--- src/rtl/shift_sequencer_pkg.sv ---
// Shared ALU shift definitions: op encodings, sequencer state encodings, default widths.
package shift_sequencer_pkg;

   localparam int DEFAULT_WIDTH = 16;
   localparam int DEFAULT_AMT_W = 4;

   localparam logic [1:0] SHIFT_OP_SLL = 2'b00;
   localparam logic [1:0] SHIFT_OP_SRL = 2'b01;
   localparam logic [1:0] SHIFT_OP_SRA = 2'b10;
   localparam logic [1:0] SHIFT_OP_ROL = 2'b11;

   typedef enum logic [1:0] {
      ST_IDLE  = 2'b00,
      ST_SHIFT = 2'b01,
      ST_DONE  = 2'b10
   } state_t;

endpackage

--- src/rtl/shift_sequencer_step.sv ---
// One-bit shift stage. Rotate-left on op=11 exists only with SHIFT_SEQ_ROTATE_EN;
// otherwise op=11 behaves as SLL.
module shift_step
   import shift_sequencer_pkg::*;
#(
   parameter int WIDTH = DEFAULT_WIDTH
) (
   input  logic [WIDTH-1:0] value,
   input  logic [1:0]       op,
   output logic [WIDTH-1:0] shifted
);

   always_comb begin
      shifted = {value[WIDTH-2:0], 1'b0};
      case (op)
         SHIFT_OP_SRL: shifted = {1'b0, value[WIDTH-1:1]};
         SHIFT_OP_SRA: shifted = {value[WIDTH-1], value[WIDTH-1:1]};
`ifdef SHIFT_SEQ_ROTATE_EN
         SHIFT_OP_ROL: shifted = {value[WIDTH-2:0], value[WIDTH-1]};
`endif
         default:      shifted = {value[WIDTH-2:0], 1'b0};
      endcase
   end

endmodule

--- src/rtl/shift_sequencer.sv ---
// Multi-cycle shift controller: applies one shift_step per clock, amount times.
// Optional rotate-left on op=11 is enabled by defining SHIFT_SEQ_ROTATE_EN.
module shift_sequencer
   import shift_sequencer_pkg::*;
#(
   parameter int WIDTH = DEFAULT_WIDTH,
   parameter int AMT_W = DEFAULT_AMT_W
) (
   input  logic             clk,
   input  logic             reset_n,
   input  logic             start,
   input  logic [WIDTH-1:0] operand,
   input  logic [AMT_W-1:0] amount,
   input  logic [1:0]       op,
   output logic             busy,
   output logic             done,
   output logic [WIDTH-1:0] result,
   output logic [1:0]       state
);

   // Handshake: start is a request qualified by !busy; a start seen while busy
   // is dropped, not queued. done pulses for one cycle with result valid, and
   // result holds until the next accepted request completes.

   state_t           state_q;
   logic [WIDTH-1:0] acc;
   logic [AMT_W-1:0] cnt;
   logic [1:0]       op_q;
   logic [WIDTH-1:0] step_out;

   shift_step #(.WIDTH(WIDTH)) u_step (
      .value   (acc),
      .op      (op_q),
      .shifted (step_out)
   );

   assign state = state_q;

   always_ff @(posedge clk or negedge reset_n) begin
      if (!reset_n) begin
         state_q <= ST_IDLE;
         busy    <= 1'b0;
         done    <= 1'b0;
         result  <= '0;
         acc     <= '0;
         cnt     <= '0;
         op_q    <= SHIFT_OP_SLL;
      end else begin
         case (state_q)
            ST_IDLE: begin
               if (start) begin
                  acc  <= operand;
                  cnt  <= amount;
                  op_q <= op;
                  busy <= 1'b1;
                  // A zero-length shift skips SHIFT and completes next cycle.
                  if (amount == '0) begin
                     state_q <= ST_DONE;
                     done    <= 1'b1;
                     result  <= operand;
                  end else begin
                     state_q <= ST_SHIFT;
                  end
               end
            end
            ST_SHIFT: begin
               acc <= step_out;
               cnt <= cnt - AMT_W'(1);
               if (cnt == AMT_W'(1)) begin
                  state_q <= ST_DONE;
                  done    <= 1'b1;
                  result  <= step_out;
               end
            end
            ST_DONE: begin
               done    <= 1'b0;
               busy    <= 1'b0;
               state_q <= ST_IDLE;
            end
            default: begin
               done    <= 1'b0;
               busy    <= 1'b0;
               state_q <= ST_IDLE;
            end
         endcase
      end
   end

endmodule
--- config.mk ---
export PLATFORM = sky130hd
export DESIGN_NAME = shift_sequencer
export DESIGN_NICKNAME = d
export VERILOG_FILES = /design/src/rtl/shift_sequencer_pkg.sv /design/src/rtl/shift_sequencer_step.sv /design/src/rtl/shift_sequencer.sv
export SDC_FILE = /design/constraint.sdc
export NUM_CORES = 1
export LEC_CHECK = 0
export ABC_CLOCK_PERIOD_IN_PS = 2200
export CAP_MARGIN = 15
export CORE_UTILIZATION = 40
export DETAILED_ROUTE_END_ITERATION = 12
export GPL_TIMING_DRIVEN = 0
export PLACE_DENSITY = 0.69
export SYNTH_ARGS = -nofsm -noshare
export SYNTH_HDL_FRONTEND = slang
export SYNTH_SLANG_ARGS = --single-unit
--- constraint.sdc ---
create_clock -name clk -period 2.2 [get_ports clk]
set_input_delay 0.33 -clock clk [delete_from_list [all_inputs] [get_ports clk]]
set_output_delay 0.33 -clock clk [all_outputs]
set_load 0.02 [all_outputs]
---- Yosys cells after proc, flatten, opt, wreduce, memory -nomap -nowiden ----
Cells that the tools add are included.
storage, ports and cells
  bits of input ports ..................... 25
  output and inout bits ................... 20
  logic and storage cells ................. 44
  bits in registers ....................... 42
operators by class
  reductions and logical operators ........ 9
  $add $sub $neg .......................... 1
  mux-type cells .......................... 19
  equal/unequal tests ..................... 7
  bitwise gates (word level) .............. 1
operators by type and width
  operator                                                               number
  16-bit case mux with 2 select lines                                    3
  16-bit two-way mux                                                     4
  4-bit case mux with 2 select lines                                     1
  2-bit AND reduction                                                    4
  2-bit two-way mux                                                      3
  2-bit inequality test, second input constant                           3
  2-bit by 1-bit equality test with 1-bit output, second input constant  2
  4-bit by 1-bit equality test with 1-bit output, second input constant  1
  4-bit logical NOT                                                      1
  1-bit two-way mux                                                      4
  4-bit two-way mux                                                      1
  1-bit case mux with 2 select lines                                     2
  2-bit case mux with 2 select lines                                     1
  4-bit AND reduction                                                    1
  4-bit by 1-bit subtractor with 4-bit output, second input constant     1
  3-bit AND reduction                                                    1
  2-bit equality test, second input constant                             1
  2-bit logical NOT                                                      1
  2-bit nonzero test                                                     1
  1-bit inverter                                                         1

---- Longest topological paths before layout ----
Gate-level depths: netlist of the first run.
  depth in word-level cells ............... 4
  depth in mapped cells ................... 8

---- Cells and area by module ----
From an unflattened synthesis of the first run, not the netlist that was laid out.
unflattened totals
  cell total of the unflattened synthesis .. 191
  area, all modules ....................... 2209.6 µm²
modules (own cells, without submodules)
  module           seq. area each (µm²)  area an instance (µm²)  times used  cells each
  shift_sequencer  1051.0                1924.3                  1           135
  shift_step       0.0                   285.3                   1           56

---- Least setup slack after synthesis of the first run ----
No wires, ideal clock.
  path kind ............................... register -> register
  start ................................... register op_q[0]
  end ..................................... register result[14]
  stages on the path, launching flop included .. 7
  slack ................................... 0.557 ns
  required time ........................... 2.118 ns
  period minus slack after synthesis ...... 1.643 ns
  arrival time ............................ 1.561 ns
  buffers on the path ..................... 1
  path through ............................ dfrtp_1 -> inv_1 -> ha_1 -> o21ba_2 -> clkbuf_1 -> nand3_1 -> a31oi_1
between the ends
  cells in the longest elaborated chain, start to end .. 4
  elaborated cells between the ends (all ways) .. 5
  those cells by class .................... eq/ne: 2; mux: 3
ends and longest elaborated chain
  item                                                                                          RTL line                    text
  start, declared                                                                               shift_sequencer.sv:28       logic [1:0] op_q;
  start signal, assigned                                                                        shift_sequencer.sv:54       op_q <= op;
  2-bit equality test / 2-bit by 1-bit equality test with 1-bit output (equally long branches)  shift_sequencer_step.sv:15  case (op)
  16-bit case mux with 2 select lines (*)                                                       shift_sequencer_step.sv:15
  16-bit two-way mux (*)                                                                        shift_sequencer.sv:69       if (cnt == AMT_W'(1)) begin
  16-bit case mux with 2 select lines (*)                                                       shift_sequencer.sv:49       case (state_q)
  end signal, assigned                                                                          shift_sequencer.sv:60       result <= operand;
  end signal, assigned                                                                          shift_sequencer.sv:72       result <= step_out;
  end, declared                                                                                 shift_sequencer.sv:17       output logic [WIDTH-1:0] result,
Mark *: on every way between the ends. The rest lies on a longest branch, timed or not. The select of a mux whose other input is x is not followed.
A chain may end at the register's enable or synchronous reset.

---- Worst setup path after layout of the first run ----
  start ................................... register op_q[0]
  end ..................................... register result[6]
Same word-level chain as after synthesis.

==> flow_summary.toml, run 1 <==
[floorplanning]
die_area_um2 = 5910
rows = 26
start_util_pct = 42.8
die_x_um = 76.9
coreArea_um2 = 5240
ios = 45
die_h_um = 76.9

[global_routing]
grt_usage_pct = 22.5
antenna_found_initial = 0
grt_max_degree = 23
grt_overflow_total = 0
grt_pass1_wl_um = 10400
grt_pass1_vias = 2017

[sta]
fmax_mhz = 500
maxSlewViolCount = 0
grt_setup_unrepaired = "no"
finalClockSkew_ns = 0.0117
fin_hold_ws_ns = -0.00877
post-route-min-period_ns = 2.00
max_slew_margin_pct = 59.3
layout_setup_ws_ns = 0.200
worst_pin_slew_ns = 0.606
tns_ns = 0
setup_violations = 0
final.period_utilization_pct = 90.9
hold_violations = 6

[outcome]
outcome = "finished with violations"
violations = "hold timing"

[power_and_ir_drop]
seqPwrFrac_pct = 33.8
p_total_mw = 4.15
clkPwrFrac_pct = 12.3
power_switching_share_pct = 42.7
total_leakage_power_nw = 1.20
intPower_mw = 2.38
p_sw_mw = 1.77
powerDensity_nw_per_um2 = 1440
irDropWorstVdd_mv = 0.647
p_comb_share_pct = 53.9

[placed_design]
pre_cts_ws_ns = -0.0220
placedCellCount = 338
gp_congestion = 0.849
dp_hpwl_um = 4330
io_buffers = 44

[setup_path]
crit_type = "flip-flop to flip-flop"
critPathLaunchType = "flip-flop"
cp-end-kind = "flip-flop"
crit_fanout = 10
r2r_end = "result[6]"
rrSetupSlack_ns = 0.20
path_cells = "inv_1 > ha_1 > o21ba_2 > clkbuf_1 > nand3_1 > a31oi_1"
r2r_cells = 6
crit_arrival_ns = 2.22
r2r_start = "op_q[0]"
crit_required_ns = 2.42
max_stage_delay_ns = 0.38
slowest_stage = "ha_1"

[detailed_routing]
routedWlPerCell_um = 18.0
drtAntennaViolNets = 0
wl_um = 6230
drc = 0
num_vias = 2094
via_per_inst = 6.05
drtIter0Drc = 197
drt_first_pass_iters = 4

[yosys]
synth_top_family_by_area = "compound AO/OA/AOI/OAI gates"
synth_area_leaders = "dfrtp_1 (47%), a31oi_1 (8.1%), and4b_1 (6.3%)"
synth_area_leader_cell = "dfrtp_1"
synth_top_area_share_pct = 46.9
yosys_warnings = 0
ys_ff_latch = 42
synth_adder_area_share_pct = 2.23
synth_area_per_cell_um2 = 10.0
syn_inst = 223
yosys.area_share.simple_pct = 18.9
syn-cell-area_um2 = 2240
synth-xor-area-share_pct = 0
synth_nets = 252
muxShareOfSynthArea_pct = 1.62
ys_seq_area_share_pct = 46.9
synth_compound_area_share_pct = 23.5
synth.distinct_cells = 39

[clock_network]
worstSkewPairLatency_ns = 0.30
cts_made_buffers = 5
h-tree-depth = 2
clkSinkCount = 42
cts.repair.resized = 0
cts-hold-fix-buffers = 0
cts_root_buffer = "clkbuf_8"
clk_pin_slew_ns = 0.09
post_cts_buffers = 0
tritoncts = "yes"
clockBufferDepth = 2

[finish]
drive_gt1_share_pct = 12.3
diodes = 0
num-nets-final = 304
utilization_pct = 55.0
instances_no_fill = 346
area_growth_pct = 28.6

[run]
drv_cap = 0

[min_path]
min_path_type = "input pin to asynchronous set/reset pin"
## state kept, by name, indices dropped and copies added (netlist names)
register / flops
acc: 16
done: 1
state: 2
cnt: 4
op_q: 2
result: 16
busy: 1
## Yosys cell counts
cell type  instances
a211oi_1           1
a21oi_1           18
a221o_1            1
a221oi_1          15
a22o_1             1
a22oi_2            1
a2bb2oi_1          1
a31oi_1           29
and3b_1            1
and4b_1           14
buf_2              9
buf_4              4
buf_6              2
clkbuf_1           7
clkinv_1           1
dfrtp_1           42
ha_1               4
inv_1              5
inv_4              1
mux2_2             1
mux2_4             1
mux2i_1            1
nand2_1            5
nand2b_1           2
nand3_1           14
nand3b_1           1
nor2_1            19
nor2b_1            4
nor3_1             2
nor3b_2            1
nor4_4             1
nor4bb_1           1
o21ai_0            3
o21ba_2            2
o21bai_1           1
o22ai_1            3
o31ai_1            2
or3b_2             1
or4_1              1
## worst max-delay path by stage
stage / to / from / cells past startpoint / slack, ns
6_report: result[6] / op_q[0] / 6 / 0.20
5_1_grt: result[7] / op_q[0] / 6 / 0.02
4_1_cts: result[6] / op_q[0] / 6 / 0.19
3_5_place_dp: result[0] / amount[0] / 5 / -0.02
3_3_place_gp: result[11] / reset_n / 1 / -0.36
2_1_floorplan: result[14] / op_q[0] / 6 / 0.56
## routing by layer
| layer | global-route usage (%) | part of all wire, % | vias up |
|---|---|---|---|
| li1 | - | - | 960 |
| met5 | 0 | 0 | - |
| met3 | 5.48 | 7.4 | 7 |
| met2 | 34.0 | 45 | 79 |
| met4 | 6.35 | 1.0 | 0 |
| met1 | 31.9 | 46 | 1048 |
## logic make-up (layout without fill, tap and decap cells)
kind of cell    Yosys count  in the layout
mux                       3              3
buf+inv                  29             82
simple gates             67             67
fa+ha+maj                 4              4
flops                    42             42
compound gates           78             78
## critical path: cells and delay by family (launching register included)
| kind | cells | cell delay [ns] |
|---|---|---|
| compound gates | 2 | 0.56 |
| buf+inv | 2 | 0.43 |
| fa+ha+maj | 1 | 0.38 |
| flops | 1 | 0.36 |
| simple gates | 1 | 0.19 |
## final cells by class
type	instances	area, um2
fillers	503	2360
clock inverters	3	21.3
inverters	7	28.8
multi-input cells	152	1040
clock buffers	5	68.8
well taps	70	87.6
repair buffers	45	463
plain buffers	22	124
flip-flops and latches	42	1050
## placed cells by master, fill, tap and decap left out, types with 2 or more instances in the layout
master / instances
nand2_1: 5
o22ai_1: 3
nor3_1: 2
nand3_1: 14
clkbuf_8: 5
nor2b_1: 4
nand2b_1: 2
o21ai_0: 3
clkdlybuf4s50_1: 43
buf_6: 2
o31ai_1: 2
buf_2: 10
dfrtp_1: 42
o21ba_2: 2
a31oi_1: 29
a21oi_1: 18
clkbuf_1: 7
inv_1: 5
and4b_1: 14
ha_1: 4
nor2_1: 19
a221oi_1: 15
buf_4: 4
## power groups by stage
stage	registers (mW)	clock network, mW	logic, mW
final	1.40	0.511	2.24
after global routing	1.45	0.551	2.46
after CTS	1.40	0.523	2.24
after detailed placement	1.41	0	2.23
after global placement	1.40	0	2.19
after floorplan	1.57	0	1.26
## per-stage QoR
stage / hold WS, ns / area (um2)
after floorplan: 0.0344 / 2240
after global placement: 0.495 / 2770
after detailed placement: 0.342 / 2790
after CTS: 0.00474 / 2880
after global routing: 0.0190 / 2880
final: -0.00877 / 2880
(Power assumes the default switching activity.)
==> run 2: changes to the inputs <==
--- a/config.mk
+++ b/config.mk
@@ -14,3 +14,4 @@
 export SYNTH_ARGS = -nofsm -noshare
 export SYNTH_HDL_FRONTEND = slang
 export SYNTH_SLANG_ARGS = --single-unit
+export TNS_END_PERCENT = 10
==> results of run 2 <==
Final layout, timing and power as in run 1 (identical DEF).
